<file path="config.mk">
export PLATFORM = sky130hd
export DESIGN_NAME = iir_lowpass_mc
export DESIGN_NICKNAME = d
export VERILOG_FILES = /design/src/rtl/iir_lowpass_mc.sv
export SDC_FILE = /design/constraint.sdc
export NUM_CORES = 1
export LEC_CHECK = 0
export BUFFER_PORTS_ARGS = -buffer_cell sky130_fd_sc_hd__buf_2
export CAP_MARGIN = 10
export CORE_UTILIZATION = 40
export CTS_CLUSTER_SIZE = 10
export DETAILED_ROUTE_END_ITERATION = 16
export PLACE_DENSITY = 0.62
export REMOVE_ABC_BUFFERS = 1
export SYNTH_ARGS = -nofsm -noshare
export SYNTH_HDL_FRONTEND = slang
export SYNTH_SLANG_ARGS = --single-unit
</file>
<file path="constraint.sdc">
create_clock -name clk -period 22.2 [get_ports clk]
set_input_delay 2.22 -clock clk [delete_from_list [all_inputs] [get_ports clk]]
set_output_delay 2.22 -clock clk [all_outputs]
set_load 0.005 [all_outputs]
</file>
<file path="src/rtl/iir_lowpass_mc.sv">
// Time-multiplexed first-order IIR low-pass, y = (1-a)*y[n-1] + a*x, one state per channel.
// Two-stage valid/ready pipeline: stage A holds the accepted sample, stage Y the filtered result.
module iir_lowpass_mc #(
   parameter int W             = 16,
   parameter int W_FRAC        = 8,
   parameter int CHANNELS      = 4,
   parameter int CW            = (CHANNELS > 1) ? $clog2(CHANNELS) : 1,
   parameter int ALPHA_DEFAULT = 64
) (
   input  logic                 clk,
   input  logic                 rst_n,
   input  logic [W-1:0]         alpha_data,
   input  logic                 alpha_load,
   input  logic                 clear_valid,
   input  logic [CW-1:0]        clear_chan,
   input  logic                 bypass,
   input  logic signed [W-1:0]  x_data,
   input  logic [CW-1:0]        x_chan,
   input  logic                 x_valid,
   output logic                 x_ready,
   output logic signed [W-1:0]  y_data,
   output logic [CW-1:0]        y_chan,
   output logic                 y_valid,
   input  logic                 y_ready
);

   localparam int                     PW   = 2 * W + 2;
   localparam logic [W-1:0]           ONE  = W'(1 << W_FRAC);
   localparam logic signed [PW-1:0]   HALF = PW'(1 << (W_FRAC - 1));

   function automatic logic [W-1:0] clamp_alpha(input logic [W-1:0] a);
      return (a > ONE) ? ONE : a;
   endfunction

   function automatic logic signed [W-1:0] round_q(input logic signed [PW-1:0] p);
      return W'((p + HALF) >>> W_FRAC);
   endfunction

   logic [W-1:0]         alpha_q, alpha_d;
   logic                 vld_p0_q, vld_p0_d;
   logic signed [W-1:0]  x_p0_q, x_p0_d;
   logic [CW-1:0]        chan_p0_q, chan_p0_d;
   logic [W-1:0]         alpha_p0_q, alpha_p0_d;
   logic                 byp_p0_q, byp_p0_d;
   logic                 vld_p1_q, vld_p1_d;
   logic signed [W-1:0]  y_p1_q, y_p1_d;
   logic [CW-1:0]        chan_p1_q, chan_p1_d;
   logic signed [W-1:0]  state_q [CHANNELS];
   logic signed [W-1:0]  state_d [CHANNELS];

   logic                 advance, accept, chan_ok;
   logic signed [W-1:0]  s, y_res;
   logic signed [PW-1:0] ka_s, kb_s, p;

   // Stage A -> filter arithmetic (the product is exact, so the result stays within the inputs' range)
   always_comb begin
      s       = '0;
      chan_ok = (int'(chan_p0_q) < CHANNELS);
      for (int c = 0; c < CHANNELS; c++) begin
         if (chan_p0_q == CW'(c)) s = state_q[c];
      end
      ka_s  = PW'(alpha_p0_q);
      kb_s  = PW'(ONE - alpha_p0_q);
      p     = ka_s * PW'(x_p0_q) + kb_s * PW'(s);
      y_res = (byp_p0_q || !chan_ok) ? x_p0_q : round_q(p);
   end

   always_comb begin
      advance    = vld_p0_q && (!vld_p1_q || y_ready);
      x_ready    = !vld_p0_q || advance;
      accept     = x_valid && x_ready;
      alpha_d    = alpha_load ? clamp_alpha(alpha_data) : alpha_q;
      vld_p0_d   = accept || (vld_p0_q && !advance);
      vld_p1_d   = advance || (vld_p1_q && !y_ready);
      x_p0_d     = x_p0_q;
      chan_p0_d  = chan_p0_q;
      alpha_p0_d = alpha_p0_q;
      byp_p0_d   = byp_p0_q;
      if (accept) begin
         x_p0_d     = x_data;
         chan_p0_d  = x_chan;
         alpha_p0_d = alpha_q;
         byp_p0_d   = bypass;
      end
      y_p1_d    = y_p1_q;
      chan_p1_d = chan_p1_q;
      if (advance) begin
         y_p1_d    = y_res;
         chan_p1_d = chan_p0_q;
      end
      // A clear on the same edge as a writeback to that channel takes priority
      for (int c = 0; c < CHANNELS; c++) begin
         state_d[c] = state_q[c];
         if (advance && chan_ok && chan_p0_q == CW'(c)) state_d[c] = y_res;
         if (clear_valid && clear_chan == CW'(c)) state_d[c] = '0;
      end
   end

   always_ff @(posedge clk) begin
      if (!rst_n) begin
         alpha_q   <= clamp_alpha(W'(ALPHA_DEFAULT));
         vld_p0_q  <= 1'b0;
         vld_p1_q  <= 1'b0;
         y_p1_q    <= '0;
         chan_p1_q <= '0;
         for (int c = 0; c < CHANNELS; c++) state_q[c] <= '0;
      end else begin
         alpha_q   <= alpha_d;
         vld_p0_q  <= vld_p0_d;
         vld_p1_q  <= vld_p1_d;
         y_p1_q    <= y_p1_d;
         chan_p1_q <= chan_p1_d;
         for (int c = 0; c < CHANNELS; c++) state_q[c] <= state_d[c];
      end
   end

   // Stage A payload is qualified by vld_p0_q, so it needs no reset
   always_ff @(posedge clk) begin
      x_p0_q     <= x_p0_d;
      chan_p0_q  <= chan_p0_d;
      alpha_p0_q <= alpha_p0_d;
      byp_p0_q   <= byp_p0_d;
   end

   assign y_data  = y_p1_q;
   assign y_chan  = chan_p1_q;
   assign y_valid = vld_p1_q;

endmodule
</file>
* Yosys cells after proc, flatten, opt, wreduce, memory -nomap -nowiden
Memories as Yosys holds them, arrays and structs flattened.
Cells that the tools add are included.
** Storage, ports and cells
- Register bits :: 71
- Bits in writable memories :: 64
- Bits of input ports :: 43
- Output and inout port bits :: 20
- Logic and storage cells :: 68
- Memories kept :: 1
** Memories
- state_q :: depth 4, bits a word 16, read ports 4, clocked after memory_dff 0, wr ports 4, RTL line 48 : logic signed [W-1:0] state_q [CHANNELS];
** Operators by class
- $add $sub $neg :: 3
- $mul :: 2
- Magnitude comparators :: 1
- Eq/ne operators :: 6
- Multiplexer cells :: 20
- Bitwise logic cells :: 4
- Reductions and logical operators :: 22
** Operators with widths (count)
- 16-bit two-way mux :: 18
- 17-bit by 16-bit multiplier with 24-bit output :: 2
- 24-bit adder :: 1
- 24-bit by 9-bit adder with 24-bit output, second input constant :: 1
- 9-bit by 16-bit subtractor with 17-bit output, first input constant :: 1
- 16-bit by 9-bit > comparator with 1-bit output, second input constant :: 1
- 1-bit logical AND :: 12
- 2-bit equality test, second input constant :: 4
- 2-bit by 1-bit equality test with 1-bit output, second input constant :: 2
- 1-bit zero test :: 4
- 2-bit zero test :: 2
- 1-bit logical OR :: 4
- 1-bit bitwise OR :: 4
- 1-bit two-way mux :: 2

* Depth between registers and ports, before layout
- Depth after elaboration :: 12
- Gate-level depth with buffers :: 32
- Mapped depth without buffers :: 31

* Worst setup path before layout
Ideal clock, no wire load.
- Path kind :: register to register
- Start point :: register chan_p0_q[0]
- End point :: memory state_q[0][12]
- Setup time :: 0.150 ns
- Arrival :: 8.382 ns
- Data required time :: 22.050 ns
- Slack :: 13.668 ns
- Stages on the path, launching flop included :: 33
- Buffers on the path :: 4
- Period minus slack after synthesis :: 8.532 ns
- Cell sequence :: edfxtp_1 -> buf_2 -> clkbuf_1 -> clkbuf_1 -> mux2i_1 -> nand2_1 -> o21ai_1 -> clkbuf_1 -> nor2_1 -> fa_1 -> inv_1 -> fa_1 -> inv_1 -> fa_1 -> inv_1 -> fa_1 -> inv_1 -> fa_1 -> fa_1 -> fa_1 -> inv_1 -> fa_1 -> inv_1 -> ha_1 -> o21a_1 -> o21a_1 -> o21ai_0 -> a21boi_0 -> o21ai_0 -> o21bai_1 -> a31o_2 -> o311ai_1 -> a311oi_1
** RTL lines
- from (decl) :: RTL line 42 : logic [CW-1:0] chan_p0_q, chan_p0_d;
- from (signal assigned) :: RTL line 120 : chan_p0_q <= chan_p0_d;
- to (decl) :: RTL line 48

==> impl_metrics.py <==
metrics = {
    "layout": {
        "syn_to_final_growth_pct": 8.13,
        "final_layout_size_suffix_gt1_share_pct": 7.66,
        "layout.nets": 2821,
        "n_fill_cell": 4840,
        "num_antenna_cells": 0,
    },
    "critical_path": {
        "crit_top_cell": "fa_1",
        "critPathCaptureType": "register",
        "crit_path_max_incr_delay_ps": 650,
        "crit_slowest_cell": "or4_4",
        "crit_type": "reg2reg",
        "cp_data_arrival_time_ps": 9720,
        "worstPathRequired_ps": 22470,
        "worstSetupStartpointType": "register",
        "reg2reg_to": "state_q[1][12]$_SDFFE_PP0P_",
        "rr_worst_depth": 28,
        "r2r-start": "alpha_p0_q[4]$_DFFE_PP_",
        "rrSetupSlack_ps": 12750,
        "worstPathMaxFanout": 21,
    },
    "grt": {
        "grt_util_all_layers_pct": 23.7,
        "grt_pass1_wl_um": 92400,
        "grt_antenna_before_repair": 0,
        "grt_pass1_vias": 16583,
        "globalRouteOverflowTotal": 0,
        "grt_max_degree": 41,
    },
    "place": {
        "dpl_worst_slack_ps": 12910,
        "dpl.hpwl_um": 46100,
        "place.gp.congestion": 0.956,
        "port-buffer-count": 62,
    },
    "clock_tree": {
        "htree_levels": 4,
        "cts_root_buf": "clkbuf_16",
        "cts_setup_buffers": 0,
        "cts.sinks": 135,
        "cts_buffers": 17,
        "hold_buffers": 0,
        "cts_tree": "built",
        "path_clk_slew_ps": 70,
        "post_cts_resized": 0,
        "clock_path_buffers": 2,
        "clk_latency_ps": 440,
    },
    "floorplan": {
        "core_um2": 50200,
        "io_pins": 63,
        "initial_core_util_pct": 40.6,
        "die_y_um": 228,
        "die_area_um2": 51800,
        "rows": 82,
        "die_x_um": 228,
    },
    "sta": {
        "final_hold_viol_count": 0,
        "setup_tns_ps": 0,
        "finalSetupViolations": 0,
        "setup_ws_ps": 12750,
        "slew_viol_final": 0,
        "max_freq_mhz": 106,
        "slew-limit-headroom_pct": 23.3,
        "finalClockSkew_ps": 17.2,
        "finalCriticalPeriod_ps": 9450,
        "worstMarginPinSlew_ps": 1150,
        "finalCritPeriodShare_pct": 42.6,
        "rsz0062_at_grt": "false",
        "whs_ps": 425,
    },
    "synth": {
        "synthFlopType": "dfxtp_1",
        "async_flop_share_pct": 0,
        "seq_area_frac_synth_pct": 15.0,
        "synth_cell_types": 61,
        "synth_edf_count": 35,
        "synth_seq_cells": 135,
        "synth_common_cells": "inv_1, fa_1, nand2_1",
        "synthCells": 2230,
        "yosys-top-cells-area": "fa_1, dfxtp_1, inv_1",
        "ys_warn_count": 0,
        "synth_top_area_cell": "fa_1",
        "yosysMostFrequentCell": "inv_1",
        "yosysTopAreaCellShare_pct": 39.2,
        "syn-cell-area_um2": 20400,
        "syn_avg_cell_area_um2": 9.14,
    },
    "routing": {
        "drcViolationCount": 0,
        "routedWlPerCell_um": 19.5,
        "postRouteAntennaNets": 0,
        "vias_per_cell": 5.15,
        "finalWirelength_um": 57100,
        "drtIter0Drc": 951,
        "vias": 15098,
        "dr.pass1.iters": 6,
    },
    "flow_run": {
        "maxCapViolCount": 0,
    },
    "run_status": {
        "status": "finished clean",
    },
    "hold_path": {
        "min_from": "alpha_q[10]$_SDFFE_PN0P_",
        "min_path_cells": 0,
        "hold_end": "alpha_p0_q[10]$_DFFE_PP_",
        "min_path_type": "reg2reg",
    },
}
worst max-delay path by stage:
stage	slack (ps)	start	depth (start not counted)	endpoint
final	12750	alpha_p0_q[4]$_DFFE_PP_	28	state_q[1][12]$_SDFFE_PP0P_
after global routing	12200	alpha_p0_q[4]$_DFFE_PP_	26	y_data[12]$_SDFFE_PN0P_
after CTS	12830	alpha_p0_q[4]$_DFFE_PP_	26	state_q[1][12]$_SDFFE_PP0P_
after detailed placement	12910	alpha_p0_q[4]$_DFFE_PP_	26	state_q[0][12]$_SDFFE_PP0P_
after global placement	13120	alpha_p0_q[4]$_DFFE_PP_	26	state_q[0][12]$_SDFFE_PP0P_
after floorplan	13450	chan_p0_q[0]$_DFFE_PP_	27	state_q[0][12]$_SDFFE_PP0P_
critical path, delay by kind of cell, from the launching register on:
family / cells / cell delay, ps
adders and majority gates: 9 / 4440
AOI/OAI and AO/OA: 10 / 2760
and+or+nand+nor: 2 / 810
buffers and inverters: 6 / 510
xor gates and xnor gates: 1 / 410
DFF: 1 / 370
flip-flops by register name, indices dropped and copies added, names as in the netlist:
signal and flops:
y_chan 2, y_valid 1, alpha_q 16, byp_p0_q 1, alpha_p0_q 16, y_data 16
chan_p0_q 2, x_p0_q 16, state_q 64, vld_p0_q 1
routing by layer:
| metal | wire length, µm | vias to the layer above | GRT usage (%) |
|---|---|---|---|
| li1 | - | 6783 | - |
| met1 | 23900 | 7698 | 30.9 |
| met2 | 27100 | 509 | 39.6 |
| met5 | 0 | - | 0 |
| met4 | 1760 | 0 | 7.97 |
| met3 | 4280 | 108 | 4.42 |
cells in the final DEF, fill, tap and decap left out, drive strengths merged, types with 4 or more instances in the layout:
master | synthesis | routed
inv | 517 | 524
fa | 399 | 399
nand2 | 278 | 278
nor2 | 213 | 213
ha | 134 | 134
dfxtp | 100 | 100
buf | 14 | 97
and2 | 86 | 86
a211oi | 55 | 55
xnor2 | 41 | 41
a21oi | 36 | 36
edfxtp | 35 | 35
o21ai | 32 | 32
a311oi | 17 | 17
clkbuf | 87 | 17
mux2i | 14 | 14
xor2 | 14 | 14
nand2b | 13 | 13
mux2 | 12 | 12
and3 | 11 | 11
o21a | 9 | 9
or2 | 8 | 8
a21o | 8 | 8
o31ai | 7 | 7
a22o | 7 | 7
xnor3 | 7 | 7
nor2b | 7 | 7
or3 | 6 | 6
mux4 | 6 | 6
nor4 | 6 | 6
clkinv | 0 | 6
nand3 | 5 | 5
a31oi | 5 | 5
nor3 | 5 | 5
o311ai | 5 | 5
o31a | 4 | 4
o211a | 4 | 4
o211ai | 4 | 4
cell type report:
class / count / area [µm²] / share of cell area, %
multi-input combinational: 1477 / 15000 / 68.2
clock buffer: 17 / 425 / 1.93
timing repair buffer: 97 / 573 / 2.60
clock inverter: 15 / 181 / 0.823
tap: 672 / 841 / 3.82
inverter: 517 / 1940 / 8.81
sequential: 135 / 3050 / 13.9
stage by stage:
stage                     util, %  cells  instance area [µm²]
final                        43.9   2930                22000
after global routing         43.9   2930                22000
after CTS                    43.9   2930                22000
after detailed placement     42.7   2898                21400
after global placement       42.7   2898                21400
after floorplan                 -   2129                20000
logic make-up (layout without fill, tap and decap cells):
kind of cell / count (synthesis) / after routing / synth area share, %
AOI/OAI and AO/OA: 206 / 206 / 7.12
xor gates and xnor gates: 62 / 62 / 3.14
adders and majority gates: 533 / 533 / 47.4
buffers and inverters: 618 / 646 / 11.5
DFF: 135 / 135 / 15.0
muxes: 32 / 32 / 2.01
and+or+nand+nor: 644 / 644 / 13.8
Power is not shown: default switching activity piles up to over one toggle a cycle in this logic, so the estimate is an artifact.
